===== src/rtl/mt_bram_arbiter.sv =====
// Round-robin arbiter giving eight channel requesters read access to one BRAM port,
// gated on a Mapping Table Header ready flag that is polled out of reset.
module mt_bram_arbiter #(
  parameter logic [31:0] HDR_ADDR = 32'h4580_0020,
  parameter int          NUM_CH   = 8
) (
  input  logic                   clk,
  input  logic                   rst,
  input  logic [NUM_CH-1:0]      req,
  input  logic [32*NUM_CH-1:0]   req_addr,
  output logic [NUM_CH-1:0]      gnt,
  output logic [NUM_CH-1:0]      rd_valid,
  output logic [31:0]            rd_data,
  output logic                   hdr_ready,
  output logic                   busy,
  output logic                   ram_clk,
  output logic                   ram_rst,
  output logic                   ram_en,
  output logic [3:0]             ram_we,
  output logic [31:0]            ram_wd_data,
  output logic [31:0]            ram_addr,
  input  logic [31:0]            ram_rd_data
);

  localparam int CH_W = $clog2(NUM_CH);

  typedef enum logic [2:0] {POLL, ARB, ADDR, WAIT, RESP} state_t;

  state_t              state_q, state_d;
  logic [31:0]         ram_addr_q, ram_addr_d;
  logic [31:0]         hdr_word_q, hdr_word_d;
  logic                hdr_ready_q, hdr_ready_d;
  logic [NUM_CH-1:0]   gnt_q, gnt_d;
  logic [NUM_CH-1:0]   rd_valid_q, rd_valid_d;
  logic [31:0]         rd_data_q, rd_data_d;
  logic                busy_q, busy_d;
  logic [CH_W-1:0]     last_gnt_q, last_gnt_d;

  logic [CH_W-1:0]     sel;
  logic                found;
  logic [31:0]         sel_addr;

  // Scan from last_gnt+1 upward; the CH_W-bit add wraps 7->0 on its own.
  always_comb begin
    sel   = '0;
    found = 1'b0;
    for (int unsigned k = 1; k <= NUM_CH; k++) begin
      logic [CH_W-1:0] idx;
      idx = last_gnt_q + CH_W'(k);
      if (!found && req[idx]) begin
        found = 1'b1;
        sel   = idx;
      end
    end
  end

  assign sel_addr = req_addr[{sel, 5'd0} +: 32];

  always_comb begin
    state_d     = state_q;
    ram_addr_d  = ram_addr_q;
    hdr_word_d  = hdr_word_q;
    hdr_ready_d = hdr_ready_q;
    gnt_d       = '0;
    rd_valid_d  = '0;
    rd_data_d   = rd_data_q;
    busy_d      = busy_q;
    last_gnt_d  = last_gnt_q;
    case (state_q)
      POLL: begin
        ram_addr_d = HDR_ADDR;
        hdr_word_d = ram_rd_data;
        if (hdr_word_q == 32'd1) begin
          hdr_ready_d = 1'b1;
          state_d     = ARB;
        end
      end
      ARB: begin
        if (found) begin
          ram_addr_d = sel_addr & ~32'h3;
          last_gnt_d = sel;
          gnt_d      = {{(NUM_CH-1){1'b0}}, 1'b1} << sel;
          busy_d     = 1'b1;
          state_d    = ADDR;
        end
      end
      ADDR: state_d = WAIT;
      WAIT: begin
        rd_data_d  = ram_rd_data;
        rd_valid_d = {{(NUM_CH-1){1'b0}}, 1'b1} << last_gnt_q;
        state_d    = RESP;
      end
      RESP: begin
        busy_d  = 1'b0;
        state_d = ARB;
      end
      default: state_d = POLL;
    endcase
  end

  always_ff @(posedge clk or posedge rst) begin
    if (rst) begin
      state_q     <= POLL;
      ram_addr_q  <= HDR_ADDR;
      hdr_word_q  <= '0;
      hdr_ready_q <= 1'b0;
      gnt_q       <= '0;
      rd_valid_q  <= '0;
      rd_data_q   <= '0;
      busy_q      <= 1'b0;
      last_gnt_q  <= '1;
    end else begin
      state_q     <= state_d;
      ram_addr_q  <= ram_addr_d;
      hdr_word_q  <= hdr_word_d;
      hdr_ready_q <= hdr_ready_d;
      gnt_q       <= gnt_d;
      rd_valid_q  <= rd_valid_d;
      rd_data_q   <= rd_data_d;
      busy_q      <= busy_d;
      last_gnt_q  <= last_gnt_d;
    end
  end

  assign gnt         = gnt_q;
  assign rd_valid    = rd_valid_q;
  assign rd_data     = rd_data_q;
  assign hdr_ready   = hdr_ready_q;
  assign busy        = busy_q;
  assign ram_addr    = ram_addr_q;
  assign ram_clk     = clk;
  assign ram_rst     = rst;
  assign ram_en      = 1'b1;
  assign ram_we      = '0;
  assign ram_wd_data = '0;

endmodule


===== config.mk =====
export PLATFORM = sky130hd
export DESIGN_NAME = mt_bram_arbiter
export DESIGN_NICKNAME = d
export VERILOG_FILES = /design/src/rtl/mt_bram_arbiter.sv
export SDC_FILE = /design/constraint.sdc
export NUM_CORES = 1
export LEC_CHECK = 0
export BUFFER_PORTS_ARGS = -buffer_cell sky130_fd_sc_hd__buf_2
export CAP_MARGIN = 25
export CORE_AREA = 2 2 162 164
export DETAILED_ROUTE_END_ITERATION = 7
export DIE_AREA = 0 0 164 166
export GPL_ROUTABILITY_DRIVEN = 0
export MAX_ROUTING_LAYER = met4
export PLACE_DENSITY = 0.71
export SLEW_MARGIN = 20
export SYNTH_ARGS = -nofsm -noshare
export SYNTH_HDL_FRONTEND = slang
export SYNTH_SLANG_ARGS = --single-unit

===== constraint.sdc =====
create_clock -name clk -period 4.2 [get_ports clk]
set_input_delay 0.84 -clock clk [delete_from_list [all_inputs] [get_ports clk]]
set_output_delay 0.84 -clock clk [all_outputs]
set_load 0.02 [all_outputs]

==> impl_metrics.sql <==
INSERT INTO impl_metrics (metric_group, metric, value, unit) VALUES
('status', 'run_status', 'complete, no violations', ''),
('critical_path', 'crit_path_frequent_cell', 'mux2i_1', ''),
('yosys', 'postSynthAreaPerCell', '10.80', 'sq um'),
('global_route', 'grt_antenna_before_repair', '1', ''),
('cts', 'cts_tree', 'built', ''),
('yosys', 'synth_area_leader_cell', 'dfrtp_1', ''),
('critical_path', 'cp_slowest_stage_delay', '0.54', 'ns'),
('layout', 'diodes', '0', ''),
('timing', 'min_period_over_period', '0.9607', ''),
('critical_path', 'setup.worst_path.class', 'reg -> reg', ''),
('yosys', 'register_bit_count_reported_by_yosys', '118', ''),
('worst_hold_path', 'worst_hold_path_type', 'reg -> reg', ''),
('detailed_routing', 'route.final.wire_length', '24770', 'um'),
('layout', 'areaGrowthSynthToFinish', '37.22', '%'),
('critical_path', 'critical_path.slowest_cell', 'dfstp_2', ''),
('critical_path', 'arrival', '4.45', 'ns'),
('layout', 'most_common_cell_after_layout_fill_and_taps_aside', 'buf_2', ''),
('floorplanning', 'initial_utilization', '0.2993', ''),
('yosys', 'synth.distinct_cells', '60', ''),
('timing', 'achievable-frequency', '247.8', 'MHz'),
('critical_path', 'setup.worst_path.start_class', 'flip-flop', ''),
('power', 'vdd_ir_drop_max', '0.6766', 'mV'),
('floorplanning', 'floorplan.io_pins', '419', ''),
('place', 'placedInstanceArea', '0.009778', 'sq mm'),
('timing', 'period_minus_slack', '4.035', 'ns'),
('yosys', 'ys_top_cells_by_area', 'dfrtp_1 36%, mux2i_1 19%, mux2_2 6.8%', ''),
('cts', 'clkSlewWorstSetupHoldPaths', '0.06', 'ns'),
('timing', 'final-max-slew-violation-count', '0', ''),
('timing', 'finalSetupViolCount', '0', ''),
('timing', 'worst_clock_skew', '0.01136', 'ns'),
('timing', 'timing_hold_violations_final', '0', ''),
('critical_path', 'critical_path_peak_fanout', '30', ''),
('yosys', 'synth_area', '0.007667', 'sq mm'),
('place', 'hpwl', '18490', 'um'),
('timing', 'max_slew_margin', '0.4469', ''),
('layout', 'final_cell_mix', '363 x buf_2, 147 x mux2i_1, 110 x dfrtp_1', ''),
('detailed_routing', 'firstDrtPassIters', '4', ''),
('layout', 'finalNonFillerCells', '1428', ''),
('yosys', 'synth.yosys.seq_area_share', '0.3864', ''),
('yosys', 'synth_edf_count', '0', ''),
('yosys', 'post_synth_inst_count', '710', ''),
('global_route', 'grt.total_usage', '0.1819', ''),
('yosys', 'synth_flop_cell', 'dfrtp_1', ''),
('global_route', 'grt_remaining_overflow', '0', ''),
('floorplanning', 'fp.dieW', '164', 'um'),
('global_route', 'grt_max_degree', '67', ''),
('detailed_routing', 'post-route-drc-count', '0', ''),
('yosys', 'async_set_or_reset_register_ratio_after_synthesis', '1.000', ''),
('detailed_routing', 'dr_total_vias', '6948', ''),
('detailed_routing', 'avgViaCountPerCell', '4.866', ''),
('layout', 'final_net_count', '1385', ''),
('global_route', 'grt_pass1_vias', '6672', ''),
('detailed_routing', 'wl_per_cell', '17.34', 'um'),
('cts', 'insertion_delay', '0.53', 'ns'),
('yosys', 'synth.yosys.warnings', '0', ''),
('layout', 'postLayoutCellArea', '0.01052', 'sq mm'),
('place', 'io_buffer_count', '363', ''),
('floorplanning', 'core_area', '0.02562', 'sq mm'),
('place', 'place.detailed.instances', '1389', ''),
('layout', 'drive_above_1_share', '0.4794', ''),
('detailed_routing', 'initialDrtViolationCount', '437', ''),
('floorplanning', 'fp.dieArea', '0.02722', 'sq mm'),
('detailed_routing', 'route.antenna.remaining_nets', '0', ''),
('floorplanning', 'num_rows', '59', ''),
('timing', 'worst_pin_slew', '0.8296', 'ns'),
('layout', 'final_core_utilization', '0.4107', ''),
('run', 'max_cap_violations', '0', ''),
('floorplanning', 'die-height', '166', 'um'),
('critical_path', 'worst_ep_required_time', '4.61', 'ns'),
('critical_path', 'critical_path_cell_sequence', 'inv_2 -> ha_2 -> mux4_2 -> mux2i_2 -> o211ai_2 -> or3_1 -> o32a_1 -> nand2_4 -> buf_12 -> buf_4 -> mux2i_1 -> mux2i_1 -> a221o_1', ''),
('power', 'powerDensity', '1093', 'mW/mm^2'),
('yosys', 'netlist.area_leader.share', '0.3590', ''),
('power', 'static-leakage-power', '5.526', 'nW'),
('global_route', 'wire_length_of_the_first_global_routing_pass', '36760', 'um'),
('critical_path', 'timing.critical_path.to_type', 'flip-flop', '');
path summary, 6_finish.rpt:
check	startpoint	endpoint	slack [ns]	cells past startpoint
worst max-delay path	last_gnt_q[0]	ram_addr[20]	0.17	13
worst min-delay path	hdr_ready	hdr_ready	0.46	1
worst max register to register	last_gnt_q[0]	ram_addr[20]	0.17	13
worst min register to register	hdr_ready	hdr_ready	0.46	1
max in group asynchronous	rst	ram_addr[23]	2.77	3
min in group asynchronous	rst	rd_data[28]	0.50	2
critical path, delay by kind of cell, from the launching register on:
| family | cells | cell delay, ns |
|---|---|---|
| buffers and inverters | 3 | 0.45 |
| AND/OR/NAND/NOR | 2 | 0.66 |
| multiplexers | 4 | 1.05 |
| flip-flops | 1 | 0.54 |
| AO/OA/AOI/OAI | 3 | 0.70 |
| adder cells (fa/ha/maj) | 1 | 0.46 |
power by group:
group | leakage (nW) | switching, mW | internal (mW)
registers | 1.47 | 0.235 | 1.62
logic | 3.75 | 4.16 | 3.92
clock network | 0.308 | 0.659 | 0.910
total | 5.53 | 5.05 | 6.45
state kept, by name, indices dropped and copies added (netlist names):
| name | cells |
|---|---|
| busy | 1 |
| gnt | 8 |
| hdr_ready | 1 |
| hdr_word_q | 32 |
| last_gnt_q | 3 |
| ram_addr | 30 |
| rd_data | 32 |
| rd_valid | 8 |
| state_q | 3 |
Yosys cell counts (all sizes together), types with 2 or more instances:
cell and n:
a21o 4, nand4 3, nor3 4, ha 7, and3 10, dfrtp 110
or3b 2, a211oi 12, nand2 103, clkbuf 20, nor4 9, o21ai 7
o211ai 2, a221o 25, o22ai 30, a21oi 15, mux4 11, nand2b 5
mux2i 149, nor2b 9, nor2 13, buf 72, mux2 50, a31oi 2
dfstp 8, inv 8, o32ai 2, conb 2
stage by stage:
| step | hold slack (ns) | worst slack (ns) | TNS (ns) | power (mW) |
|---|---|---|---|---|
| after floorplan | 0.4721 | 0.1069 | 0 | 7.668 |
| after global placement | 0.4357 | 0.1228 | 0 | 9.356 |
| after detailed placement | 0.4558 | -0.03935 | -0.05980 | 9.570 |
| after CTS | 0.4689 | 0.07245 | 0 | 11.32 |
| after global routing | 0.4700 | -0.001943 | -0.001943 | 12.20 |
| final | 0.4584 | 0.1652 | 0 | 11.50 |
kinds of logic after synthesis:
group | share of synthesized area
multiplexers | 0.3024
AND/OR/NAND/NOR | 0.09677
flip-flops | 0.3864
AO/OA/AOI/OAI | 0.1129
buffers and inverters | 0.08584
adder cells (fa/ha/maj) | 0.01142
other | 0.0009795
XOR/XNOR | 0.003264
per-layer routing:
layer / part of all wire / GRT usage
met5: 0 / -
met4: 0.016 / 0.05645
met3: 0.049 / 0.03521
met2: 0.53 / 0.3111
met1: 0.41 / 0.2148
repair_timing:
item                                    CTS  global route
gates cloned                              1             1
gates resized for setup                   1             2
hold buffers                              0             0
buffers inserted                          0             2
hold endpoints to repair                  0             0
pin swaps                                 0             1
endpoints found under the setup margin    6            15
area by class of cell:
cell class	count	area, sq um
Tap cell	335	419.2
Sequential cell	118	2963
Multi-Input combinational cell	529	4204
Clock inverter	15	135.1
Timing Repair Buffer	402	2262
Fill cell	2508	15090
Inverter	8	32.53
Clock buffer	21	505.5
Note: power is estimated with default switching activity, not from simulation.
